==> src/rtl/counter_fsm_if.sv <==
// Control interface for counter_fsm.
// The host drives start/flag/wait_timer; the controller returns busy/count_value.
interface counter_fsm_if #(
    parameter int CNT_W   = 8,
    parameter int TIMER_W = 8
);
    logic               start;
    logic               flag;
    logic [TIMER_W-1:0] wait_timer;
    logic               busy;
    logic [CNT_W-1:0]   count_value;

    modport master (
        output start,
        output flag,
        output wait_timer,
        input  busy,
        input  count_value
    );

    modport slave (
        input  start,
        input  flag,
        input  wait_timer,
        output busy,
        output count_value
    );
endinterface

==> src/rtl/counter_fsm.sv <==
// Start-triggered delay-then-count controller.
// Waits wait_timer cycles after start, then counts cycles with flag high.
module counter_fsm #(
    parameter int CNT_W   = 8,
    parameter int TIMER_W = 8
) (
    input  logic         clk,
    input  logic         rst_n,
    counter_fsm_if.slave bus
);
    localparam logic [1:0] IDLE  = 2'd0;
    localparam logic [1:0] WAIT  = 2'd1;
    localparam logic [1:0] COUNT = 2'd2;

    localparam logic [CNT_W-1:0]   CNT_MAX   = {CNT_W{1'b1}};
    localparam logic [TIMER_W-1:0] TIMER_ONE = TIMER_W'(1);

    logic [1:0]         state_q, state_d;
    logic [TIMER_W-1:0] timer_q, timer_d;
    logic [CNT_W-1:0]   count_q, count_d;

    // Next-state logic: accept start in IDLE, run the delay, then count.
    always_comb begin
        state_d = state_q;
        timer_d = timer_q;
        count_d = count_q;
        case (state_q)
            IDLE: begin
                if (bus.start) begin
                    count_d = '0;
                    timer_d = bus.wait_timer;
                    state_d = (bus.wait_timer == '0) ? COUNT : WAIT;
                end
            end
            WAIT: begin
                if (timer_q == TIMER_ONE) begin
                    state_d = COUNT;
                    timer_d = '0;
                end else begin
                    timer_d = timer_q - TIMER_ONE;
                end
            end
            COUNT: begin
                // Saturated count ends the run just like flag dropping.
                if (bus.flag && (count_q != CNT_MAX)) begin
                    count_d = count_q + CNT_W'(1);
                end else begin
                    state_d = IDLE;
                end
            end
            default: begin
                state_d = IDLE;
                timer_d = '0;
            end
        endcase
    end

    // State registers; rst_n is an active-high synchronous reset.
    always_ff @(posedge clk) begin
        if (rst_n) begin
            state_q <= IDLE;
            timer_q <= '0;
            count_q <= '0;
        end else begin
            state_q <= state_d;
            timer_q <= timer_d;
            count_q <= count_d;
        end
    end

    assign bus.busy        = (state_q != IDLE);
    assign bus.count_value = count_q;
endmodule

==> src/flat_wrapper.sv <==
// flat-port wrapper written by rule: the top's interface ports become plain ports
module counter_fsm_flat 
#(
    parameter int CNT_W   = 8,
    parameter int TIMER_W = 8
)
  (clk, rst_n, bus_start, bus_flag, bus_wait_timer, bus_busy, bus_count_value);
  counter_fsm_if #(.CNT_W(CNT_W), .TIMER_W(TIMER_W)) bus_i ();
  input  logic clk;
  input  logic rst_n;
  input wire logic [$bits(bus_i.start)-1:0] bus_start;
  input wire logic [$bits(bus_i.flag)-1:0] bus_flag;
  input wire logic [$bits(bus_i.wait_timer)-1:0] bus_wait_timer;
  output wire logic [$bits(bus_i.busy)-1:0] bus_busy;
  output wire logic [$bits(bus_i.count_value)-1:0] bus_count_value;
  assign bus_i.start = bus_start;
  assign bus_i.flag = bus_flag;
  assign bus_i.wait_timer = bus_wait_timer;
  assign bus_busy = bus_i.busy;
  assign bus_count_value = bus_i.count_value;
  counter_fsm #(.CNT_W(CNT_W), .TIMER_W(TIMER_W)) u_core (.clk(clk), .rst_n(rst_n), .bus(bus_i));
endmodule
==> config.mk <==
export PLATFORM = sky130hd
export DESIGN_NAME = counter_fsm_flat
export DESIGN_NICKNAME = d
export VERILOG_FILES = /design/src/rtl/counter_fsm_if.sv /design/src/rtl/counter_fsm.sv /design/src/flat_wrapper.sv
export SDC_FILE = /design/constraint.sdc
export NUM_CORES = 1
export LEC_CHECK = 0
export CORE_MARGIN = 8
export CORE_UTILIZATION = 50
export CTS_CLUSTER_SIZE = 10
export DETAILED_ROUTE_END_ITERATION = 8
export HOLD_SLACK_MARGIN = 0.1
export PLACE_DENSITY = 0.89
export SLEW_MARGIN = 20
export SYNTH_ARGS = -nofsm -noshare
export SYNTH_HDL_FRONTEND = slang
export SYNTH_SLANG_ARGS = --single-unit
==> constraint.sdc <==
create_clock -name clk -period 4.65 [get_ports clk]
set_clock_uncertainty 0.05 [all_clocks]
set_input_delay 0.465 -clock clk [delete_from_list [all_inputs] [get_ports clk]]
set_output_delay 0.465 -clock clk [all_outputs]
set_load 0.03 [all_outputs]
==> flow_metrics.env, run 1 <==
export IMPL_tightest_slew_ns=0.659
export IMPL_async_flop_share=0
export IMPL_yosysTopAreaCellShare=0.332
export IMPL_cts_inserted_buffers=3
export IMPL_dr_total_vias=1035
export IMPL_rsz0062_at_grt="false"
export IMPL_synth_ff_type="dfxtp_1"
export IMPL_ys_types=46
export IMPL_start_util=0.511
export IMPL_insertion_delay_ns=0.29
export IMPL_drt_initial_drc_count=43
export IMPL_worstPathRequired_ns=4.14
export IMPL_synth_nets=142
export IMPL_worst_hold_path_num_cells=1
export IMPL_final_nets=163
export IMPL_drv_slew=0
export IMPL_antenna_found_initial=0
export IMPL_fillers=191
export IMPL_gr_total_overflow=0
export IMPL_synth_edf_count=0
export IMPL_cts_num_sinks=18
export IMPL_drc=0
export IMPL_seq_area_frac_synth=0.332
export IMPL_firstDrtPassIters=4
export IMPL_tns_ns=0
export IMPL_cellLeakagePower_nw=0.482
export IMPL_yosysTopAreaCell="dfxtp_1"
export IMPL_area_growth_pct=22.1
export IMPL_die_height_um=62.6
export IMPL_status="finished, final reports clean"
export IMPL_worstHoldPathType="flop to flop"
export IMPL_postCtsResizedCells=0
export IMPL_synthCells=127
export IMPL_grt_pass1_wl_um=4220
export IMPL_dp_hpwl_um=1980
export IMPL_p_per_area_nw_per_um2=286
export IMPL_routed_wl_um=2540
export IMPL_synth_most_common_cell="dfxtp_1"
export IMPL_layout_worst_path_cycle_share=0.487
export IMPL_r2r_start="u_core.timer_q[0]"
export IMPL_crit_path_max_fanout=15
export IMPL_grt_max_degree=16
export IMPL_critPathLaunchType="flop"
export IMPL_worstSetupPathType="flop to output pin"
export IMPL_yosys_warnings=0
export IMPL_worstHoldEndpoint="u_core.bus.count_value[3]"
export IMPL_register_area_um2=360
export IMPL_placed_area_um2=1300
export IMPL_portBuffers=20
export IMPL_cts_root_buffer="clkbuf_4"
export IMPL_core_area_um2=2130
export IMPL_htreeDepth=1
export IMPL_multiInputGateArea_um2=689
export IMPL_ant_nets=0
export IMPL_dieArea_um2=3920
export IMPL_gp_congestion=0.905
export IMPL_vdd_ir_drop_max_mv=0.284
export IMPL_arrival_ns=1.75
export IMPL_whs_ns=0.506
export IMPL_antennaDiodeCount=0
export IMPL_first_global_vias=1012
export IMPL_die_w_um=62.6
export IMPL_hold_violations=0
export IMPL_cts_hold_buf=0
export IMPL_r2r_worst_path_cells=5
export IMPL_layout_drive_gt1_share=0.110
export IMPL_syn_avg_cell_area_um2=8.55
export IMPL_wire_per_inst_um=14.6
export IMPL_cts_clk_slew_worst_paths_ns=0.09
export IMPL_ys_seq_elements=18
export IMPL_final_cell_area_um2=1330
export IMPL_cap_violations=0
export IMPL_fin_crit_ns=2.27
export IMPL_clock_path_buffers=2
export IMPL_fmax_mhz=441
export IMPL_synth_common_cells="dfxtp_1, nor2_1, nand2_1"
export IMPL_r2r_end="u_core.timer_q[0]"
export IMPL_setup_viol=0
export IMPL_endpoint_kind="output pin"
export IMPL_grt_usage=0.125
export IMPL_fp_row_count=17
export IMPL_slew_headroom=0.559
export IMPL_cts_setup_buffers=0
export IMPL_vias_per_cell=5.95
export IMPL_cts_tree="built"
export IMPL_syn_area_um2=1090
export IMPL_r2r_setup_slack_ns=2.69
export IMPL_hp_start="u_core.bus.count_value[3]"
export IMPL_netlist_top_cells_area="dfxtp_1, mux2i_1, nor2_1"
export IMPL_io_pins=21
[cell type report]
type                    instances  share of cell area
repair buffers                 20               0.151
multi-input cells             100               0.520
well taps                      28              0.0264
inverters                       5              0.0142
clock buffers                   3              0.0170
flip-flops and latches         18               0.272
[flip-flops by register name, summed over array words and instances, names as in the netlist]
signal                  count
u_core.state_q              2
u_core.timer_q              8
u_core.bus.count_value      8
[through the flow]
stage          std cells  setup WS, ns  utilization  total power, mW
2_1_floorplan        127          2.86            -            0.273
3_3_place_gp         171          2.36        0.613            0.301
3_5_place_dp         171          2.29        0.613            0.306
4_1_cts              174          2.37        0.624            0.380
5_1_grt              174          2.31        0.624            0.400
6_report             174          2.38        0.624            0.380
[worst max-delay path: stages, from the launching register on]
cell,delay (ns)
dfxtp_1,0.60
or2_2,0.20
clkdlybuf4s50_1,0.66
[routing by layer]
metal / global-route usage / wire length, um / share of wire
met1: 0.133 / 1110 / 0.44
met5: 0 / 0 / 0
met2: 0.221 / 1240 / 0.49
met3: 0.0287 / 154 / 0.061
met4: 0.0712 / 31 / 0.012
[cell usage in the layout (no fill, tap or decap), drive strengths merged, types with 3 or more instances in the layout]
cell,netlist,routed
clkbuf,2,3
clkdlybuf4s50,0,20
nand2,10,10
nor4,4,4
inv,5,5
mux2i,8,8
nand2b,3,3
nor2,14,14
xnor2,3,3
o21ai,6,6
a21oi,4,4
ha,3,3
dfxtp,18,18
nand3,6,6
[power by group]
| group | total (mW) | internal [mW] | switching (mW) |
|---|---|---|---|
| logic | 0.115 | 0.0620 | 0.0530 |
| registers | 0.189 | 0.167 | 0.0217 |
| clock network | 0.0760 | 0.0301 | 0.0459 |
[logic make-up (layout without fill, tap and decap cells)]
family / after synthesis / count (layout) / synth area share
simple gates: 58 / 58 / 0.306
compound gates: 26 / 26 / 0.175
flops: 18 / 18 / 0.332
mux: 10 / 10 / 0.0945
buf+inv: 9 / 28 / 0.0334
fa+ha+maj: 3 / 3 / 0.0346
xor+xnor: 3 / 3 / 0.0242
[worst max path at each step]
stage | from | endpoint | slack, ns | cells after the start
final | u_core.state_q[0] | bus_busy | 2.38 | 2
after global routing | u_core.state_q[0] | bus_busy | 2.31 | 2
after CTS | u_core.state_q[0] | bus_busy | 2.37 | 2
after detailed placement | bus_start | u_core.timer_q[6] | 2.29 | 5
after global placement | bus_start | u_core.timer_q[6] | 2.36 | 5
after floorplan | u_core.bus.count_value[0] | u_core.bus.count_value[0] | 2.86 | 5
Power figures use the tool's default switching activity.
==> inputs of run 2 (changes only) <==
- clock period: 4.65 -> 2.15 ns (I/O delays scaled with it)
==> flow_metrics.env, run 2 (synthesized netlist as in run 1, its figures left out) <==
export IMPL_status="finished, final reports clean"
export IMPL_clock_path_buffers=2
export IMPL_area_growth_pct=23.5
export IMPL_cellLeakagePower_nw=0.491
export IMPL_io_pins=21
export IMPL_cap_violations=0
export IMPL_pre_cts_ws_ns=0.282
export IMPL_gr_total_overflow=0
export IMPL_cts_inserted_buffers=3
export IMPL_cts_root_buffer="clkbuf_4"
export IMPL_postCtsResizedCells=0
export IMPL_antennaDiodeCount=0
export IMPL_final_nets=165
export IMPL_drc=0
export IMPL_die_height_um=62.6
export IMPL_dr_total_vias=1017
export IMPL_tns_ns=0
export IMPL_vdd_ir_drop_max_mv=0.365
export IMPL_fin_ws_ns=0.147
export IMPL_vias_per_cell=5.78
export IMPL_drt_initial_drc_count=32
export IMPL_gp_congestion=0.897
export IMPL_worstPathRequired_ns=1.88
export IMPL_p_per_area_nw_per_um2=613
export IMPL_cts_clk_slew_worst_paths_ns=0.10
export IMPL_portBuffers=20
export IMPL_fmax_mhz=499
export IMPL_hold_violations=0
export IMPL_crit_path_max_fanout=15
export IMPL_htreeDepth=1
export IMPL_clkPwrFrac=0.199
export IMPL_endpoint_kind="output pin"
export IMPL_die_w_um=62.6
export IMPL_worstHoldPathType="flop to flop"
export IMPL_cts_num_sinks=18
export IMPL_arrival_ns=1.74
export IMPL_wire_per_inst_um=14.0
export IMPL_grt_max_degree=16
export IMPL_swShare=0.315
export IMPL_dp_hpwl_um=1940
export IMPL_first_global_vias=1049
export IMPL_dieArea_um2=3920
export IMPL_utilization=0.631
export IMPL_slew_headroom=0.703
export IMPL_seqPwrFrac=0.496
export IMPL_cts_setup_buffers=0
export IMPL_layout_drive_gt1_share=0.122
export IMPL_cts_tree="built"
export IMPL_critPathLaunchType="flop"
export IMPL_rsz0062_at_grt="false"
export IMPL_fin_crit_ns=2.00
export IMPL_grt_pass1_wl_um=4350
export IMPL_final_common_cell="clkdlybuf4s50_1"
export IMPL_power_frac_comb=0.305
export IMPL_worstSetupPathType="flop to output pin"
export IMPL_grt_usage=0.127
export IMPL_antenna_found_initial=0
export IMPL_cts_hold_buf=0
export IMPL_p_sw_uw=259
export IMPL_drv_slew=0
export IMPL_core_area_um2=2130
export IMPL_firstDrtPassIters=4
export IMPL_power_uw=823
export IMPL_tightest_slew_ns=0.445
export IMPL_start_util=0.511
export IMPL_final_cell_mix="clkdlybuf4s50_1, dfxtp_1, nor2_1"
export IMPL_ant_nets=0
export IMPL_internal_power_uw=563
export IMPL_setup_viol=0
export IMPL_layout_worst_path_cycle_share=0.932
export IMPL_fp_row_count=17
export IMPL_insertion_delay_ns=0.28
export IMPL_routed_wl_um=2460
## run 2: power by group through the flow
stage | sequential (mW) | clock [mW] | combinational (mW)
6_report | 0.408 | 0.164 | 0.251
4_1_cts | 0.406 | 0.168 | 0.252
5_1_grt | 0.413 | 0.182 | 0.276
2_1_floorplan | 0.396 | 0 | 0.195
3_5_place_dp | 0.414 | 0 | 0.251
3_3_place_gp | 0.411 | 0 | 0.242
## run 2: layer usage
metal  GRT usage  wire [um]  up-vias  share of wire
met2       0.230       1210       23           0.49
met5           0          0        -              0
met1       0.136       1080      476           0.44
li1            -          -      512              -
met4      0.0427         42        0          0.017
met3      0.0358        129        6          0.052
## run 2: critical path: stages, from the launching register on
cell             delay (ns)
dfxtp_1                0.59
or2_2                  0.20
clkdlybuf4s50_1        0.66
## run 2: final timing paths
kind,start,end,slack (ns),depth (start not counted)
worst max-delay path,u_core.state_q[0],bus_busy,0.15,2
worst min-delay path,u_core.bus.count_value[0],u_core.bus.count_value[0],0.51,2
worst max register to register,u_core.timer_q[1],u_core.timer_q[6],0.26,6
worst min register to register,u_core.bus.count_value[0],u_core.bus.count_value[0],0.51,2
## run 2: final cells by class
class | instances | area, um^2
multi-input cells | 100 | 689
repair buffers | 22 | 215
well taps | 28 | 35.0
inverters | 5 | 18.8
clock buffers | 3 | 22.5
fillers | 184 | 786
flip-flops and latches | 18 | 360
## run 2: per-stage QoR
| step | cells | area [um^2] | hold slack, ns |
|---|---|---|---|
| final | 176 | 1340 | 0.505 |
| after global routing | 176 | 1340 | 0.529 |
| after CTS | 176 | 1340 | 0.509 |
| after detailed placement | 173 | 1320 | 0.486 |
| after global placement | 173 | 1320 | 0.468 |
| after floorplan | 127 | 1090 | 0.305 |
==> inputs of run 3 (changes only) <==
--- a/constraint.sdc
+++ b/constraint.sdc
@@ -4,2 +4,2 @@
 set_output_delay 0.215 -clock clk [all_outputs]
-set_load 0.03 [all_outputs]
+set_load 0.01 [all_outputs]
==> results of run 3 <==
The final DEF is identical to that of run 2. Status: finished, final reports clean.
Among the figures that moved: setup slack after layout 0.147 ns -> 0.263 ns; start point of the critical path u_core.state_q[0] -> u_core.timer_q[1]; end point of the critical path bus_busy -> u_core.timer_q[6]; total power 0.823 mW -> 0.817 mW; worst IR drop on VDD 0.365 mV -> 0.363 mV
